## src/rtl/opa_arbiter_if.sv

```systemverilog
`default_nettype none
// ============================================================================
// Module   : opa_arbiter_if
// Brief    : Request/grant/status bundle between operand-A requesters and arbiter.
// Revision : 1.0
// ============================================================================
interface opa_arbiter_if #(
  parameter int XCNT_W = 16
) ();
  logic              fwd_req;
  logic              reg_req;
  logic              stall;
  logic              fwd_gnt;
  logic              reg_gnt;
  logic              sel;
  logic              a_valid;
  logic              a_src;
  logic [XCNT_W-1:0] fwd_xfers;
  logic [XCNT_W-1:0] reg_xfers;

  modport master (
    input  fwd_req, reg_req, stall,
    output fwd_gnt, reg_gnt, sel, a_valid, a_src, fwd_xfers, reg_xfers
  );

  modport slave (
    output fwd_req, reg_req, stall,
    input  fwd_gnt, reg_gnt, sel, a_valid, a_src, fwd_xfers, reg_xfers
  );
endinterface
`default_nettype wire

```

## src/rtl/opa_arbiter.sv

```systemverilog
`default_nettype none
// ============================================================================
// Module   : opa_arbiter
// Brief    : Operand-A mux arbiter (FWD vs REG), burst-limited round robin.
//            Define OPA_ARB_FIXED_PRIO_EN for fixed FWD-over-REG priority.
// Revision : 1.0
// ============================================================================
module opa_arbiter #(
  parameter int MAX_BURST = 4,
  parameter int CNT_W     = 3,
  parameter int XCNT_W    = 16
) (
  input logic           clk,
  input logic           rst_n,
  opa_arbiter_if.master bus
);

  typedef enum logic [1:0] {
    S_IDLE  = 2'd0,
    S_G_FWD = 2'd1,
    S_G_REG = 2'd2
  } state_t;

  localparam logic [CNT_W-1:0]  c_max_burst = CNT_W'(MAX_BURST);
  localparam logic [CNT_W-1:0]  c_one       = CNT_W'(1);
  localparam logic [XCNT_W-1:0] c_xone      = XCNT_W'(1);

  state_t            r_state;
  state_t            w_state_nxt;
  logic [CNT_W-1:0]  r_burst;
  logic [CNT_W-1:0]  w_burst_nxt;
  logic [CNT_W-1:0]  w_burst_inc;
  logic              r_last_fwd;
  logic              r_fwd_gnt;
  logic              r_reg_gnt;
  logic              r_sel;
  logic              w_sel_nxt;
  logic              r_a_valid;
  logic              r_a_src;
  logic [XCNT_W-1:0] r_fwd_xfers;
  logic [XCNT_W-1:0] r_reg_xfers;
  logic              w_fwd_xfer;
  logic              w_reg_xfer;
  logic              w_xfer;

  assign w_fwd_xfer = r_fwd_gnt & bus.fwd_req & ~bus.stall;
  assign w_reg_xfer = r_reg_gnt & bus.reg_req & ~bus.stall;
  assign w_xfer     = w_fwd_xfer | w_reg_xfer;

  // Clamped so a long uncontested tenure cannot wrap the counter.
  assign w_burst_inc = (r_burst >= c_max_burst) ? r_burst : r_burst + c_one;

  always_comb begin
    w_state_nxt = r_state;
    w_burst_nxt = r_burst;
    w_sel_nxt   = r_sel;
    if (!bus.stall) begin
      unique case ({bus.fwd_req, bus.reg_req})
        2'b00: w_state_nxt = S_IDLE;
        2'b10: w_state_nxt = S_G_FWD;
        2'b01: w_state_nxt = S_G_REG;
        default: begin
`ifdef OPA_ARB_FIXED_PRIO_EN
          w_state_nxt = S_G_FWD;
`else
          case (r_state)
            S_G_FWD: w_state_nxt = (w_burst_inc >= c_max_burst) ? S_G_REG : S_G_FWD;
            S_G_REG: w_state_nxt = (w_burst_inc >= c_max_burst) ? S_G_FWD : S_G_REG;
            default: w_state_nxt = r_last_fwd ? S_G_REG : S_G_FWD;
          endcase
`endif
        end
      endcase
      if (w_state_nxt != r_state)
        w_burst_nxt = '0;
      else if (w_xfer)
        w_burst_nxt = w_burst_inc;
    end
    if (w_state_nxt == S_G_FWD)
      w_sel_nxt = 1'b1;
    else if (w_state_nxt == S_G_REG)
      w_sel_nxt = 1'b0;
  end

  always_ff @(posedge clk or negedge rst_n) begin
    if (!rst_n) begin
      r_state     <= S_IDLE;
      r_burst     <= '0;
      r_last_fwd  <= 1'b0;
      r_fwd_gnt   <= 1'b0;
      r_reg_gnt   <= 1'b0;
      r_sel       <= 1'b0;
      r_a_valid   <= 1'b0;
      r_a_src     <= 1'b0;
      r_fwd_xfers <= '0;
      r_reg_xfers <= '0;
    end else begin
      r_state   <= w_state_nxt;
      r_burst   <= w_burst_nxt;
      r_fwd_gnt <= (w_state_nxt == S_G_FWD);
      r_reg_gnt <= (w_state_nxt == S_G_REG);
      r_sel     <= w_sel_nxt;
      // Mux captures with the current sel at this edge, so tag the data with it.
      r_a_valid <= w_xfer;
      if (w_xfer)
        r_a_src <= r_sel;
      if (w_fwd_xfer) begin
        r_fwd_xfers <= r_fwd_xfers + c_xone;
        r_last_fwd  <= 1'b1;
      end
      if (w_reg_xfer) begin
        r_reg_xfers <= r_reg_xfers + c_xone;
        r_last_fwd  <= 1'b0;
      end
    end
  end

  assign bus.fwd_gnt   = r_fwd_gnt;
  assign bus.reg_gnt   = r_reg_gnt;
  assign bus.sel       = r_sel;
  assign bus.a_valid   = r_a_valid;
  assign bus.a_src     = r_a_src;
  assign bus.fwd_xfers = r_fwd_xfers;
  assign bus.reg_xfers = r_reg_xfers;

endmodule
`default_nettype wire

```

## src/flat_wrapper.sv

```systemverilog
// flat-port wrapper written by rule: the top's interface ports become plain ports
module opa_arbiter_flat 
#(
  parameter int MAX_BURST = 4,
  parameter int CNT_W     = 3,
  parameter int XCNT_W    = 16
)
  (clk, rst_n, bus_fwd_req, bus_reg_req, bus_stall, bus_fwd_gnt, bus_reg_gnt, bus_sel, bus_a_valid, bus_a_src, bus_fwd_xfers, bus_reg_xfers);
  opa_arbiter_if #(.XCNT_W(XCNT_W)) bus_i ();
  input logic clk;
  input logic rst_n;
  input wire logic [$bits(bus_i.fwd_req)-1:0] bus_fwd_req;
  input wire logic [$bits(bus_i.reg_req)-1:0] bus_reg_req;
  input wire logic [$bits(bus_i.stall)-1:0] bus_stall;
  output wire logic [$bits(bus_i.fwd_gnt)-1:0] bus_fwd_gnt;
  output wire logic [$bits(bus_i.reg_gnt)-1:0] bus_reg_gnt;
  output wire logic [$bits(bus_i.sel)-1:0] bus_sel;
  output wire logic [$bits(bus_i.a_valid)-1:0] bus_a_valid;
  output wire logic [$bits(bus_i.a_src)-1:0] bus_a_src;
  output wire logic [$bits(bus_i.fwd_xfers)-1:0] bus_fwd_xfers;
  output wire logic [$bits(bus_i.reg_xfers)-1:0] bus_reg_xfers;
  assign bus_i.fwd_req = bus_fwd_req;
  assign bus_i.reg_req = bus_reg_req;
  assign bus_i.stall = bus_stall;
  assign bus_fwd_gnt = bus_i.fwd_gnt;
  assign bus_reg_gnt = bus_i.reg_gnt;
  assign bus_sel = bus_i.sel;
  assign bus_a_valid = bus_i.a_valid;
  assign bus_a_src = bus_i.a_src;
  assign bus_fwd_xfers = bus_i.fwd_xfers;
  assign bus_reg_xfers = bus_i.reg_xfers;
  opa_arbiter #(.MAX_BURST(MAX_BURST), .CNT_W(CNT_W), .XCNT_W(XCNT_W)) u_core (.clk(clk), .rst_n(rst_n), .bus(bus_i));
endmodule
```

## config.mk

```make
export PLATFORM = sky130hd
export DESIGN_NAME = opa_arbiter_flat
export DESIGN_NICKNAME = d
export VERILOG_FILES = /design/src/rtl/opa_arbiter_if.sv /design/src/rtl/opa_arbiter.sv /design/src/flat_wrapper.sv
export SDC_FILE = /design/constraint.sdc
export NUM_CORES = 1
export LEC_CHECK = 0
export BUFFER_PORTS_ARGS = -buffer_cell sky130_fd_sc_hd__buf_2
export CAP_MARGIN = 20
export CORE_MARGIN = 2
export CORE_UTILIZATION = 23
export CTS_CLUSTER_DIAMETER = 80
export DETAILED_ROUTE_END_ITERATION = 10
export SLEW_MARGIN = 5
export SYNTH_ARGS = -nofsm -noshare
export SYNTH_HDL_FRONTEND = slang
export SYNTH_SLANG_ARGS = --single-unit
```

## constraint.sdc

```tcl
create_clock -name clk -period 2.7 [get_ports clk]
set_input_delay 0.135 -clock clk [delete_from_list [all_inputs] [get_ports clk]]
set_output_delay 0.135 -clock clk [all_outputs]
set_load 0.01 [all_outputs]
```

# Yosys cells after proc, flatten, opt, wreduce, memory -nomap -nowiden
# Cells that the tools add are included.
dict set report op_classes {
  addsub 3
  magnitude_cmp 2
  n_eq_ne 7
  mux 14
  bitwise_logic 6
  reduce_logical 5
}
# operator n
set ops {}
lappend ops {{adder 16 x 1 -> 16 bit (second input constant)} 2}
lappend ops {{2-to-1 mux 2 bit} 5}
lappend ops {{2-to-1 mux 3 bit} 3}
lappend ops {{== test 2 x 1 -> 1 bit (second input constant)} 3}
lappend ops {{== test 2 bit (second input constant)} 3}
lappend ops {{greater-or-equal comparator 3 bit (second input constant)} 2}
lappend ops {{case mux 2 bit (3 select lines)} 1}
lappend ops {{nonzero test 2 bit} 3}
lappend ops {{bitwise AND 1 bit} 4}
lappend ops {{2-to-1 mux 1 bit} 4}
lappend ops {{case mux 2 bit (2 select lines)} 1}
lappend ops {{adder 3 x 1 -> 3 bit (second input constant)} 1}
lappend ops {{logical NOT 2 bit} 1}
lappend ops {{!= test 2 bit} 1}
lappend ops {{AND reduction 2 bit} 1}
lappend ops {{inverter 1 bit} 1}
lappend ops {{bitwise OR 1 bit} 1}
dict set report word_totals {
  ff_bits 43
  inputBits 5
  output_inout_bits 37
  word_cells 47
}

# Longest topological paths before layout
dict set report depth {
  ltp_word 11
  mapped_depth 9
  depth_no_buf 9
}

# Worst setup path after synthesis
# Ideal clock, no wire load.
dict set report synth_timing {
  path_kind {register to register}
  start {register u_core.r_state[0]}
  end {register u_core.r_sel (netlist: u_core.bus.sel)}
  setup_ns 0.125
  arrival_time_ns 2.172
  slack_ns 0.403
  stages_incl_launch_ff 9
  path_buffers 0
  period_less_slack_ns 2.297
  path_cell_list {dfrtp_1 inv_1 ha_1 or2b_2 o211a_1 o21ai_0 inv_1 ha_1 mux2_2}
}
dict set report synth_via {
  elab_chain_cells 7
}
# item line
set synth_lines {}
lappend synth_lines {{start, declared} opa_arbiter.sv:28} ;# state_t r_state;
lappend synth_lines {{start signal, assigned} opa_arbiter.sv:98} ;# r_state <= w_state_nxt;
lappend synth_lines {{== test 2 bit or == test 2 x 1 -> 1 bit (tied branches)} opa_arbiter.sv:66} ;# case (r_state)
lappend synth_lines {{case mux 2 bit (2 select lines)} opa_arbiter.sv:66}
lappend synth_lines {{case mux 2 bit (3 select lines)} opa_arbiter.sv:58} ;# unique case ({bus.fwd_req, bus.reg_req})
lappend synth_lines {{2-to-1 mux 2 bit} opa_arbiter.sv:57} ;# if (!bus.stall) begin
lappend synth_lines {{2-to-1 mux 2 bit (*)} opa_arbiter.sv:57}
lappend synth_lines {{named net u_core.w_state_nxt[0]} opa_arbiter.sv:29} ;# state_t w_state_nxt;
lappend synth_lines {{== test 2 x 1 -> 1 bit or == test 2 bit (tied branches)} {opa_arbiter.sv:79, opa_arbiter.sv:81}}
lappend synth_lines {{2-to-1 mux 1 bit or nonzero test 2 bit (tied branches)} n/a}
lappend synth_lines {{end signal, assigned} opa_arbiter.sv:102} ;# r_sel <= w_sel_nxt;
lappend synth_lines {{end, declared} opa_arbiter.sv:36} ;# logic r_sel;
# The timed path passes the listed nets; every way through them passes the cells marked *. The select of a mux whose other input is x is not followed.
# A chain may end at the register's enable or synchronous reset.

# Final worst setup path
# Same ends and word-level chain as after synthesis.

==> impl_metrics.py <==
metrics = {
    "synthesis": {
        "ys_seq_area_share_pct": 51.0,
        "ys.flop_type": "dfrtp_1",
        "synth.top_cell.area_share_pct": 51.0,
        "async_flop_share_pct": 100,
        "syn_nets": 197,
        "synthCells": 184,
        "ys_ff_latch": 43,
        "syn_area_sq_um": 2110,
        "synth-edff-count": 0,
        "netlist.top_cell.by_area": "dfrtp_1",
        "yosysWarnings": 0,
        "yosys-top-cells-area": "dfrtp_1 (51%), xnor2_1 (7.9%), xor2_1 (5.0%)",
        "avgSynthCellArea_sq_um": 11.5,
        "yosysUniqueCellTypes": 41,
    },
    "drt": {
        "drc": 0,
        "vias": 1483,
        "via_per_inst": 4.36,
        "drtAntennaViolNets": 0,
        "wirelength_um": 4230,
        "dr.pass1.iters": 4,
        "dr.first_iter.drc_count": 48,
        "wl_per_cell_um": 12.4,
    },
    "grt": {
        "met3_usage_pct": 2.79,
        "grt_use_total_pct": 9.11,
        "grt_use_met1_pct": 12.3,
        "grt_pass1_wl_um": 7160,
        "grt_max_degree": 44,
        "use_met2_pct": 13.8,
        "antenna_found_initial": 0,
        "globalRoute.busiestLayer": "met2",
        "overflow": 0,
        "grt_pass1_vias": 1457,
    },
    "sta": {
        "fin_crit_ns": 2.49,
        "post-route-period-util_pct": 92.2,
        "slew_viol_final": 0,
        "fmax_mhz": 402,
        "worst_slew_pin_slew_ns": 0.480,
        "setup-violations-final": 0,
        "maxSlewHeadroom_pct": 68.0,
        "hold_violations": 0,
        "fin_worst_skew_ns": 0.00717,
        "setup-tns-final_ns": 0,
        "rsz0062_at_grt": "no",
    },
    "clocking": {
        "cts_inserted_buffers": 5,
        "cts_buffer_depth": 2,
        "clk_pin_slew_ns": 0.08,
        "cts_tree": "built",
        "htreeDepth": 2,
        "cts_sinks": 43,
        "cts_resized": 0,
        "insertion_delay_ns": 0.29,
        "holdBufCountCts": 0,
        "root_buffer": "clkbuf_8",
        "post_cts_buffers": 0,
    },
    "die": {
        "die-area_sq_um": 9950,
        "initial_core_util_pct": 24.0,
        "ios": 42,
        "core_area_sq_um": 8810,
        "dieWidth_um": 99.8,
        "die_h_um": 99.8,
        "num_rows": 34,
    },
    "power": {
        "internal-power_mw": 1.17,
        "p_sw_mw": 0.556,
        "p_per_area_nw_per_um2": 676,
        "leakagePower_nw": 1.31,
        "ir_drop_v": 0.000264,
        "p_seq_share_pct": 48.6,
        "p_sw_share_pct": 32.1,
        "p_comb_share_pct": 25.4,
        "pwr-share-clk_pct": 26.0,
    },
    "cells_and_area": {
        "fillCellCount": 915,
        "area_growth_pct": 21.4,
        "final_cells": 340,
        "stdcell_area_sq_um": 2560,
        "final_common_cell": "dfrtp_1",
        "fin_util_pct": 29.1,
        "antenna_cells": 0,
        "drive_gt1_share_pct": 27.2,
        "layout.nets": 244,
        "final_cell_mix": "dfrtp_1 (43), buf_2 (41), xnor2_1 (19), nand2_1 (18), xor2_1 (12)",
    },
    "hold_path": {
        "holdPathEnd": "u_core.r_burst[2]",
        "min_path_cells": 2,
        "min_path_type": "input pin to flop",
        "hp-start": "bus_stall",
    },
    "placed_design": {
        "portBuffers": 41,
        "dpl.cell_count": 330,
        "dpl.hpwl_um": 3170,
        "gp_congestion": 0.881,
        "place_area_sq_um": 2430,
    },
    "critical_path": {
        "crit_path_top_delay_cell": "dfrtp_1",
        "start_kind": "flop",
        "endpoint_kind": "flop",
        "worst_ep_required_time_ns": 2.88,
        "path_class": "flop to flop",
        "crit_arrival_ns": 2.66,
        "crit_buf_inv": 2,
        "reg2reg_slack_ns": 0.21,
        "reg2reg_from": "u_core.r_state[0]",
        "r2r_end": "u_core.bus.sel",
        "crit_family": "adder cells",
        "rr_worst_depth": 8,
        "path_cells": "inv_1, ha_1, or2b_2, o211a_1, o21ai_0, inv_1, ha_1, mux2_2",
        "max_stage_delay_ns": 0.41,
        "critPathMaxFanout": 5,
    },
    "status": {
        "status": "complete, no violations",
    },
    "run": {
        "maxCapViolCount": 0,
    },
}
## cell usage after synthesis, types with 2 or more instances
cell	instances
a21oi_1	2
a22o_1	2
a22oi_1	2
and3_1	7
and4_1	2
dfrtp_1	43
ha_1	8
inv_1	9
mux2_2	4
mux2i_1	2
nand2_1	18
nand3_1	11
nand4_1	5
nor2_1	10
nor3_1	2
o21a_1	2
o21ai_0	2
xnor2_1	19
xor2_1	12
## worst max path at each step
stage                      start             end  slack [ns]  cells past startpoint
6_report       u_core.r_state[0]  u_core.bus.sel        0.21                      8
5_1_grt        u_core.r_state[0]  u_core.bus.sel        0.02                      8
4_1_cts        u_core.r_state[0]  u_core.bus.sel        0.20                      8
3_5_place_dp   u_core.r_state[0]  u_core.bus.sel        0.21                      8
3_3_place_gp   u_core.r_state[0]  u_core.bus.sel        0.31                      8
2_1_floorplan  u_core.r_state[0]  u_core.bus.sel        0.40                      8
## stage by stage
stage | power [mW] | hold WS (ns) | setup WS [ns]
2_1_floorplan | 1.13 | -0.161 | 0.403
3_3_place_gp | 1.28 | 0.369 | 0.309
3_5_place_dp | 1.30 | 0.366 | 0.213
4_1_cts | 1.76 | 0.0430 | 0.202
5_1_grt | 1.85 | 0.243 | 0.0170
6_report | 1.73 | 0.240 | 0.212
## kinds of logic (layout without fill, tap and decap cells)
logic type,Yosys count,count (layout),synth area share [%]
simple gates,67,67,18.0
flops,43,43,51.0
xor+xnor,31,31,12.9
compound gates,17,17,7.59
buf+inv,12,60,2.73
fa+ha+maj,8,8,4.75
mux,6,6,3.08
## state kept, by name (all words and copies together), names as in the netlist
name / flops
u_core.bus.fwd_xfers: 16
u_core.bus.reg_xfers: 16
u_core.r_burst: 3
u_core.r_state: 2
u_core.bus.a_src: 1
u_core.bus.a_valid: 1
u_core.bus.fwd_gnt: 1
u_core.bus.reg_gnt: 1
u_core.bus.sel: 1
u_core.r_last_fwd: 1
## worst register-to-register path, stage by stage (launching register included)
cell     delay, ns
dfrtp_1       0.41
inv_1         0.10
ha_1          0.39
or2b_2        0.36
o211a_1       0.13
o21ai_0       0.29
inv_1         0.09
ha_1          0.29
mux2_2        0.32
## cell type report
type / count / area, sq um / share of cell area, %
repair buffers: 43 / 235 / 9.19
clock inverters: 1 / 7.51 / 0.293
flip-flops and latches: 43 / 1080 / 42.0
well taps: 108 / 135 / 5.28
clock buffers: 7 / 96.3 / 3.76
multi-input cells: 129 / 976 / 38.1
inverters: 9 / 33.8 / 1.32
## per-layer routing
layer,wire length [um],up-vias
met5,0,-
met4,60,0
met1,2020,705
li1,-,727
met2,1920,42
met3,234,9
## power by group through the flow
stage	Combinational (mW)	Clock, mW	Sequential [mW]
6_report	0.440	0.450	0.841
5_1_grt	0.492	0.503	0.860
4_1_cts	0.447	0.476	0.841
3_5_place_dp	0.445	0	0.853
3_3_place_gp	0.429	0	0.849
2_1_floorplan	0.261	0	0.867
Note: power is estimated with default switching activity, not from simulation.
